**config.mk**
```make
export PLATFORM = sky130hd
export DESIGN_NAME = rv32_ex_mem_queue
export DESIGN_NICKNAME = d
export VERILOG_FILES = /design/src/rtl/rv32_pkg.sv /design/src/rtl/rv32_lsu_align.sv /design/src/rtl/rv32_ex_mem_queue.sv
export SDC_FILE = /design/constraint.sdc
export NUM_CORES = 1
export LEC_CHECK = 0
export ABC_AREA = 1
export CAP_MARGIN = 20
export CORE_MARGIN = 4
export CORE_UTILIZATION = 42
export CTS_CLUSTER_SIZE = 20
export DETAILED_ROUTE_END_ITERATION = 12
export PLACE_DENSITY = 0.81
export SLEW_MARGIN = 20
export SYNTH_ARGS = -nofsm -noshare
export SYNTH_HDL_FRONTEND = slang
export SYNTH_SLANG_ARGS = --single-unit
```
**constraint.sdc**
```tcl
create_clock -name clk -period 6.9 [get_ports clk]
set_input_delay 1.035 -clock clk [delete_from_list [all_inputs] [get_ports clk]]
set_output_delay 1.035 -clock clk [all_outputs]
set_load 0.02 [all_outputs]
```
**src/rtl/rv32_pkg.sv**
```systemverilog
// Shared RV32 pipeline constants: load/store funct3 codes, memory-stage
// state encoding and the bubble values used by the EX/MEM and ID/EX queues.
package rv32_pkg;

    localparam logic [2:0] F3_B  = 3'b000;
    localparam logic [2:0] F3_H  = 3'b001;
    localparam logic [2:0] F3_W  = 3'b010;
    localparam logic [2:0] F3_BU = 3'b100;
    localparam logic [2:0] F3_HU = 3'b101;

    // {EN, Read}: a bubble is a non-enabled read
    localparam logic [1:0] DATA_CTRL_NOP = 2'b01;
    // {source[1:0], write_reg}: no register write
    localparam logic [2:0] RF_NOP        = 3'b000;

    typedef enum logic {
        IDLE   = 1'b0,
        ACCESS = 1'b1
    } mem_state_e;

    typedef enum logic [1:0] {
        SIZE_B = 2'b00,
        SIZE_H = 2'b01,
        SIZE_W = 2'b10
    } mem_size_e;

    // Access width comes from the low two funct3 bits; bit 2 only selects zero-extension
    function automatic mem_size_e f3_size(input logic [2:0] funct3);
        case (funct3[1:0])
            2'b00:   return SIZE_B;
            2'b01:   return SIZE_H;
            default: return SIZE_W;
        endcase
    endfunction

    // Halves must be 2-byte aligned, words 4-byte aligned; bytes never fault
    function automatic logic is_misaligned(input logic [2:0] funct3, input logic [1:0] addr_lo);
        case (f3_size(funct3))
            SIZE_H:  return addr_lo[0];
            SIZE_W:  return addr_lo != 2'b00;
            default: return 1'b0;
        endcase
    endfunction

endpackage

```
**src/rtl/rv32_lsu_align.sv**
```systemverilog
// Combinational lane logic for the data-memory port: replicates store data
// across byte lanes with matching byte enables, and picks/extends load lanes.
module rv32_lsu_align
    import rv32_pkg::*;
(
    input  logic [2:0]  funct3,
    input  logic [1:0]  byte_off,
    input  logic [31:0] store_data,
    input  logic [31:0] load_word,
    output logic [31:0] wdata,
    output logic [3:0]  be,
    output logic [31:0] load_data
);

    logic [7:0]  lane [4];
    logic [7:0]  byte_sel;
    logic [15:0] half_sel;

    generate
        for (genvar gi = 0; gi < 4; gi++) begin : g_lane
            assign lane[gi] = load_word[8*gi +: 8];
        end
    endgenerate

    // Halves only reach memory when 2-byte aligned, so offset bit 1 picks the pair
    assign byte_sel = lane[byte_off];
    assign half_sel = {lane[{byte_off[1], 1'b1}], lane[{byte_off[1], 1'b0}]};

    // Lane replication, byte-enable shift and load extension per access size
    always_comb begin
        wdata     = store_data;
        be        = 4'b1111;
        load_data = load_word;
        case (f3_size(funct3))
            SIZE_B: begin
                wdata     = {4{store_data[7:0]}};
                be        = 4'b0001 << byte_off;
                load_data = funct3[2] ? {24'b0, byte_sel} : {{24{byte_sel[7]}}, byte_sel};
            end
            SIZE_H: begin
                wdata     = {2{store_data[15:0]}};
                be        = 4'b0011 << byte_off;
                load_data = funct3[2] ? {16'b0, half_sel} : {{16{half_sel[15]}}, half_sel};
            end
            default: ;
        endcase
    end

endmodule

```
**src/rtl/rv32_ex_mem_queue.sv**
```systemverilog
// EX/MEM pipeline register. Captures EX results while idle, runs the
// data-memory req/ack handshake for loads and stores with a timeout, and
// stalls upstream (busy) until the access retires.
module rv32_ex_mem_queue
    import rv32_pkg::*;
#(
    parameter int ACK_TIMEOUT = 255
) (
    input  logic        clk,
    input  logic        rst,
    input  logic [31:0] code_in,
    input  logic [31:0] pc_in,
    input  logic [31:0] alu_result_in,
    input  logic [31:0] rf_rs2_in,
    input  logic [4:0]  sel_rd1_in,
    input  logic [2:0]  rf_in,
    input  logic [1:0]  data_ctrl_in,
    output logic        dmem_req,
    output logic        dmem_we,
    output logic [31:0] dmem_addr,
    output logic [31:0] dmem_wdata,
    output logic [3:0]  dmem_be,
    input  logic        dmem_ack,
    input  logic [31:0] dmem_rdata,
    output logic [31:0] code_out,
    output logic [31:0] pc_out,
    output logic [31:0] alu_result_out,
    output logic [31:0] load_data_out,
    output logic [4:0]  sel_rd1_out,
    output logic [2:0]  rf_out,
    output logic        busy,
    output logic        mem_err
);

    localparam int              CNT_W    = $clog2(ACK_TIMEOUT + 1);
    localparam logic [CNT_W-1:0] CNT_LAST = CNT_W'(ACK_TIMEOUT - 1);

    mem_state_e       state_reg;
    logic [CNT_W-1:0] cnt_reg;
    logic             mem_err_reg;
    logic             suppress_reg;

    logic [31:0] code_reg;
    logic [31:0] pc_reg;
    logic [31:0] alu_reg;
    logic [31:0] rs2_reg;
    logic [4:0]  rd_reg;
    logic [2:0]  rf_reg;
    logic        read_reg;
    logic [31:0] load_data_reg;

    logic [31:0] align_wdata;
    logic [3:0]  align_be;
    logic [31:0] align_load;

    rv32_lsu_align u_align (
        .funct3     (code_reg[14:12]),
        .byte_off   (alu_reg[1:0]),
        .store_data (rs2_reg),
        .load_word  (dmem_rdata),
        .wdata      (align_wdata),
        .be         (align_be),
        .load_data  (align_load)
    );

    // Handshake outputs derive from state so an async reset drops them at once
    assign busy       = (state_reg == ACCESS);
    assign dmem_req   = busy;
    assign dmem_we    = busy & ~read_reg;
    assign dmem_be    = busy ? align_be : 4'b0000;
    assign dmem_addr  = {alu_reg[31:2], 2'b00};
    assign dmem_wdata = align_wdata;
    assign mem_err    = mem_err_reg;

    assign code_out       = code_reg;
    assign pc_out         = pc_reg;
    assign alu_result_out = alu_reg;
    assign load_data_out  = load_data_reg;
    assign sel_rd1_out    = rd_reg;
    // Writeback sees no register write while waiting or for a faulted access
    assign rf_out         = {rf_reg[2:1], rf_reg[0] & ~busy & ~suppress_reg};

    // Access FSM with wait counter, fault pulse and write-suppress flag
    always_ff @(posedge clk or posedge rst) begin
        if (rst) begin
            state_reg    <= IDLE;
            cnt_reg      <= '0;
            mem_err_reg  <= 1'b0;
            suppress_reg <= 1'b0;
        end else begin
            mem_err_reg <= 1'b0;
            case (state_reg)
                IDLE: begin
                    cnt_reg      <= '0;
                    suppress_reg <= 1'b0;
                    if (data_ctrl_in[1]) begin
                        if (is_misaligned(code_in[14:12], alu_result_in[1:0])) begin
                            mem_err_reg  <= 1'b1;
                            suppress_reg <= 1'b1;
                        end else begin
                            state_reg <= ACCESS;
                        end
                    end
                end
                ACCESS: begin
                    // An ack in the final wait cycle still completes the access
                    if (dmem_ack) begin
                        state_reg <= IDLE;
                    end else if (cnt_reg == CNT_LAST) begin
                        state_reg    <= IDLE;
                        mem_err_reg  <= 1'b1;
                        suppress_reg <= 1'b1;
                    end else begin
                        cnt_reg <= cnt_reg + CNT_W'(1);
                    end
                end
                default: state_reg <= IDLE;
            endcase
        end
    end

    // Pipeline fields captured on every idle edge; load data on a read ack
    always_ff @(posedge clk or posedge rst) begin
        if (rst) begin
            code_reg      <= '0;
            pc_reg        <= '0;
            alu_reg       <= '0;
            rs2_reg       <= '0;
            rd_reg        <= '0;
            rf_reg        <= RF_NOP;
            read_reg      <= DATA_CTRL_NOP[0];
            load_data_reg <= '0;
        end else begin
            if (state_reg == IDLE) begin
                code_reg <= code_in;
                pc_reg   <= pc_in;
                alu_reg  <= alu_result_in;
                rs2_reg  <= rf_rs2_in;
                rd_reg   <= sel_rd1_in;
                rf_reg   <= rf_in;
                read_reg <= data_ctrl_in[0];
            end
            if (state_reg == ACCESS && dmem_ack && read_reg) begin
                load_data_reg <= align_load;
            end
        end
    end

endmodule

```
==> results_dict.tcl <==
set metrics [dict create \
    grt_pass1_wl_microns 41000 \
    yosysSeqAreaShare 0.528 \
    vdd_drop_max_uv 214 \
    skew_ns 0.00925 \
    cts.repair.resized 0 \
    max-slew-margin-rel 0.325 \
    maxCapViolations 0 \
    crit_family "buffers and inverters" \
    route.detailed.drc 0 \
    area.growth.synth_to_final_pct 48.2 \
    synthCells 1045 \
    htree_levels 4 \
    die_x_microns 150 \
    avgSynthCellArea_sq_um 8.16 \
    gp_congestion 0.862 \
    pin_count 381 \
    cp.arrival_ns 3.16 \
    insertion_delay_ns 0.42 \
    cp-end-kind "primary output" \
    slowest_stage "inv_4" \
    cp.required_ns 5.86 \
    postCtsSetupRepairBufs 0 \
    critPathKind "register to primary output" \
    clk_pin_slew_ns 0.07 \
    path_cells "inv_4 > buf_4 > nor2_1 > clkdlybuf4s50_1" \
    tns_ns 0 \
    p_leak_nw 5.93 \
    setup_viol 0 \
    dr.pass1.iters 7 \
    synth_area_sq_mm 0.00853 \
    fp-row-count 51 \
    vias_per_cell 4.85 \
    final_layout_size_suffix_gt1_frac 0.0676 \
    grt_max_degree 109 \
    io_buffer_count 378 \
    finalNonFillerCells 1626 \
    switching_share 0.359 \
    tightest_slew_ns 1.01 \
    clockRootBuffer "clkbuf_16" \
    cp_max_fo 93 \
    netlist_top_cells_count "473 x nand2_1, 179 x dfrtp_1, 77 x o21ai_0" \
    min_period_ns 4.19 \
    power_w 0.00389 \
    placed_cells 1593 \
    grt_pass1_vias 7739 \
    synth_flop_cell "dfrtp_1" \
    run_status "finished, final reports clean" \
    r2r_slack_ns 4.39 \
    synth-edff-count 0 \
    netlist.top_cell.by_area "dfrtp_1" \
    antenna_found_initial 1 \
    hold_path_class "register to register" \
    hpwl_microns 19400 \
    drt_wl_total_microns 26800 \
    hold_violations 0 \
    max_stage_delay_ns 0.70 \
    coreArea_sq_mm 0.0197 \
    cts_tree "built" \
    routedWlPerCell_microns 16.5 \
    floorplan.die_area_sq_mm 0.0226 \
    start_util 0.432 \
    n_fill_cell 1657 \
    ys_warn_count 0 \
    p_switching_w 0.00140 \
    p_int_w 0.00249 \
    synthArstFlopShare 1.00 \
    power_frac_clock 0.248 \
    fmax_mhz 238 \
    grt_setup_unrepaired "no" \
    cts_made_buffers 17 \
    die_h_microns 150 \
    power_density_mw_per_mm2 308 \
    ys_types 36 \
    clk_path_buf_depth 2 \
    antenna_left 0 \
    fin_crit_sh 0.608 \
    drt-initial-drc-count 443 \
    combPwrFrac 0.386 \
    synthTopCellsByArea "dfrtp_1 53%, nand2_1 21%, o21ai_0 4.5%" \
    pwr-share-seq 0.366 \
    hold_buffers 0 \
    synth_seq_cells 180 \
    cts_sinks 180 \
    grt.total_usage 0.230 \
    layout.nets 1522 \
    maxSlewViolCount 0 \
    cp-start-kind "register" \
    vias 7885 \
    overflow 0 \
    crit_buf_inv 3 \
    yosysMostFrequentCell "nand2_1" \
    yosysTopAreaCellShare 0.525 \
]
per-stage QoR:
| stage | cell area, sq um | hold WS [ns] | setup WS, ns | util |
|---|---|---|---|---|
| 3_5_place_dp | 12100 | 0.464 | 3.11 | 0.611 |
| 5_1_grt | 12600 | 0.496 | 2.47 | 0.641 |
| 3_3_place_gp | 12100 | 0.461 | 3.12 | 0.611 |
| 6_report | 12600 | 0.479 | 2.71 | 0.641 |
| 2_1_floorplan | 8530 | 0.449 | 0.980 | - |
| 4_1_cts | 12600 | 0.483 | 2.65 | 0.641 |
worst paths after layout:
check	start	end	cells after the start
worst max register to register	busy$_DFF_PP0_	alu_result_out[14]$_DFFE_PP0N_	4
min in group asynchronous	rst	alu_result_out[15]$_DFFE_PP0N_	2
max in group asynchronous	rst	alu_result_out[26]$_DFFE_PP0N_	3
worst min register to register	pc_out[30]$_DFFE_PP0N_	pc_out[30]$_DFFE_PP0N_	2
worst max-delay path	busy$_DFF_PP0_	dmem_we	4
worst min-delay path	pc_out[30]$_DFFE_PP0N_	pc_out[30]$_DFFE_PP0N_	2
cells in the final DEF, fill, tap and decap left out, drive strengths merged, types with 19 or more instances in the layout:
master,n
a21oi,33
nand2,477
inv,61
or2,25
clkbuf,19
clkdlybuf4s50,378
o21ai,85
nand3,29
dfrtp,179
nor2,27
cells by family (layout without fill, tap and decap cells):
logic type | after synthesis | count (layout) | share of synthesized area
adder cells (fa/ha/maj) | 2 | 2 | 0.00293
AND/OR/NAND/NOR | 561 | 561 | 0.272
other | 1 | 3 | 0.000440
flip-flops | 180 | 180 | 0.528
XOR/XNOR | 1 | 1 | 0.00103
buffers and inverters | 154 | 468 | 0.0990
AO/OA/AOI/OAI | 146 | 146 | 0.0963
power by group through the flow:
stage               Clock [W]  Combinational, W  Sequential (W)
floorplan                   0          0.000612         0.00162
global placement            0           0.00149         0.00143
detailed placement          0           0.00151         0.00144
CTS                  0.000985           0.00151         0.00142
global route          0.00102           0.00161         0.00145
finish               0.000964           0.00150         0.00143
per-layer routing:
layer  track usage  wire length, microns  vias up
met3        0.0734                  2640       34
li1              -                     -     3827
met4        0.0544                   502        0
met1         0.286                 10400     3678
met5             0                     0        -
met2         0.391                 13200      346
worst min-delay path, cell delays in order (launching register included):
cell	delay, ns
dfrtp_1	0.34
nand2_1	0.06
nand2_1	0.05
area by class of cell:
cell class | instances | area [sq um] | area share
Timing Repair Buffer | 383 | 3820 | 0.302
Tap cell | 265 | 332 | 0.0262
Antenna cell | 1 | 2.50 | 0.000198
Multi-Input combinational cell | 712 | 3180 | 0.252
Clock buffer | 19 | 443 | 0.0350
Inverter | 53 | 214 | 0.0169
Clock inverter | 13 | 139 | 0.0110
Sequential cell | 180 | 4510 | 0.357
(Power assumes the default switching activity.)
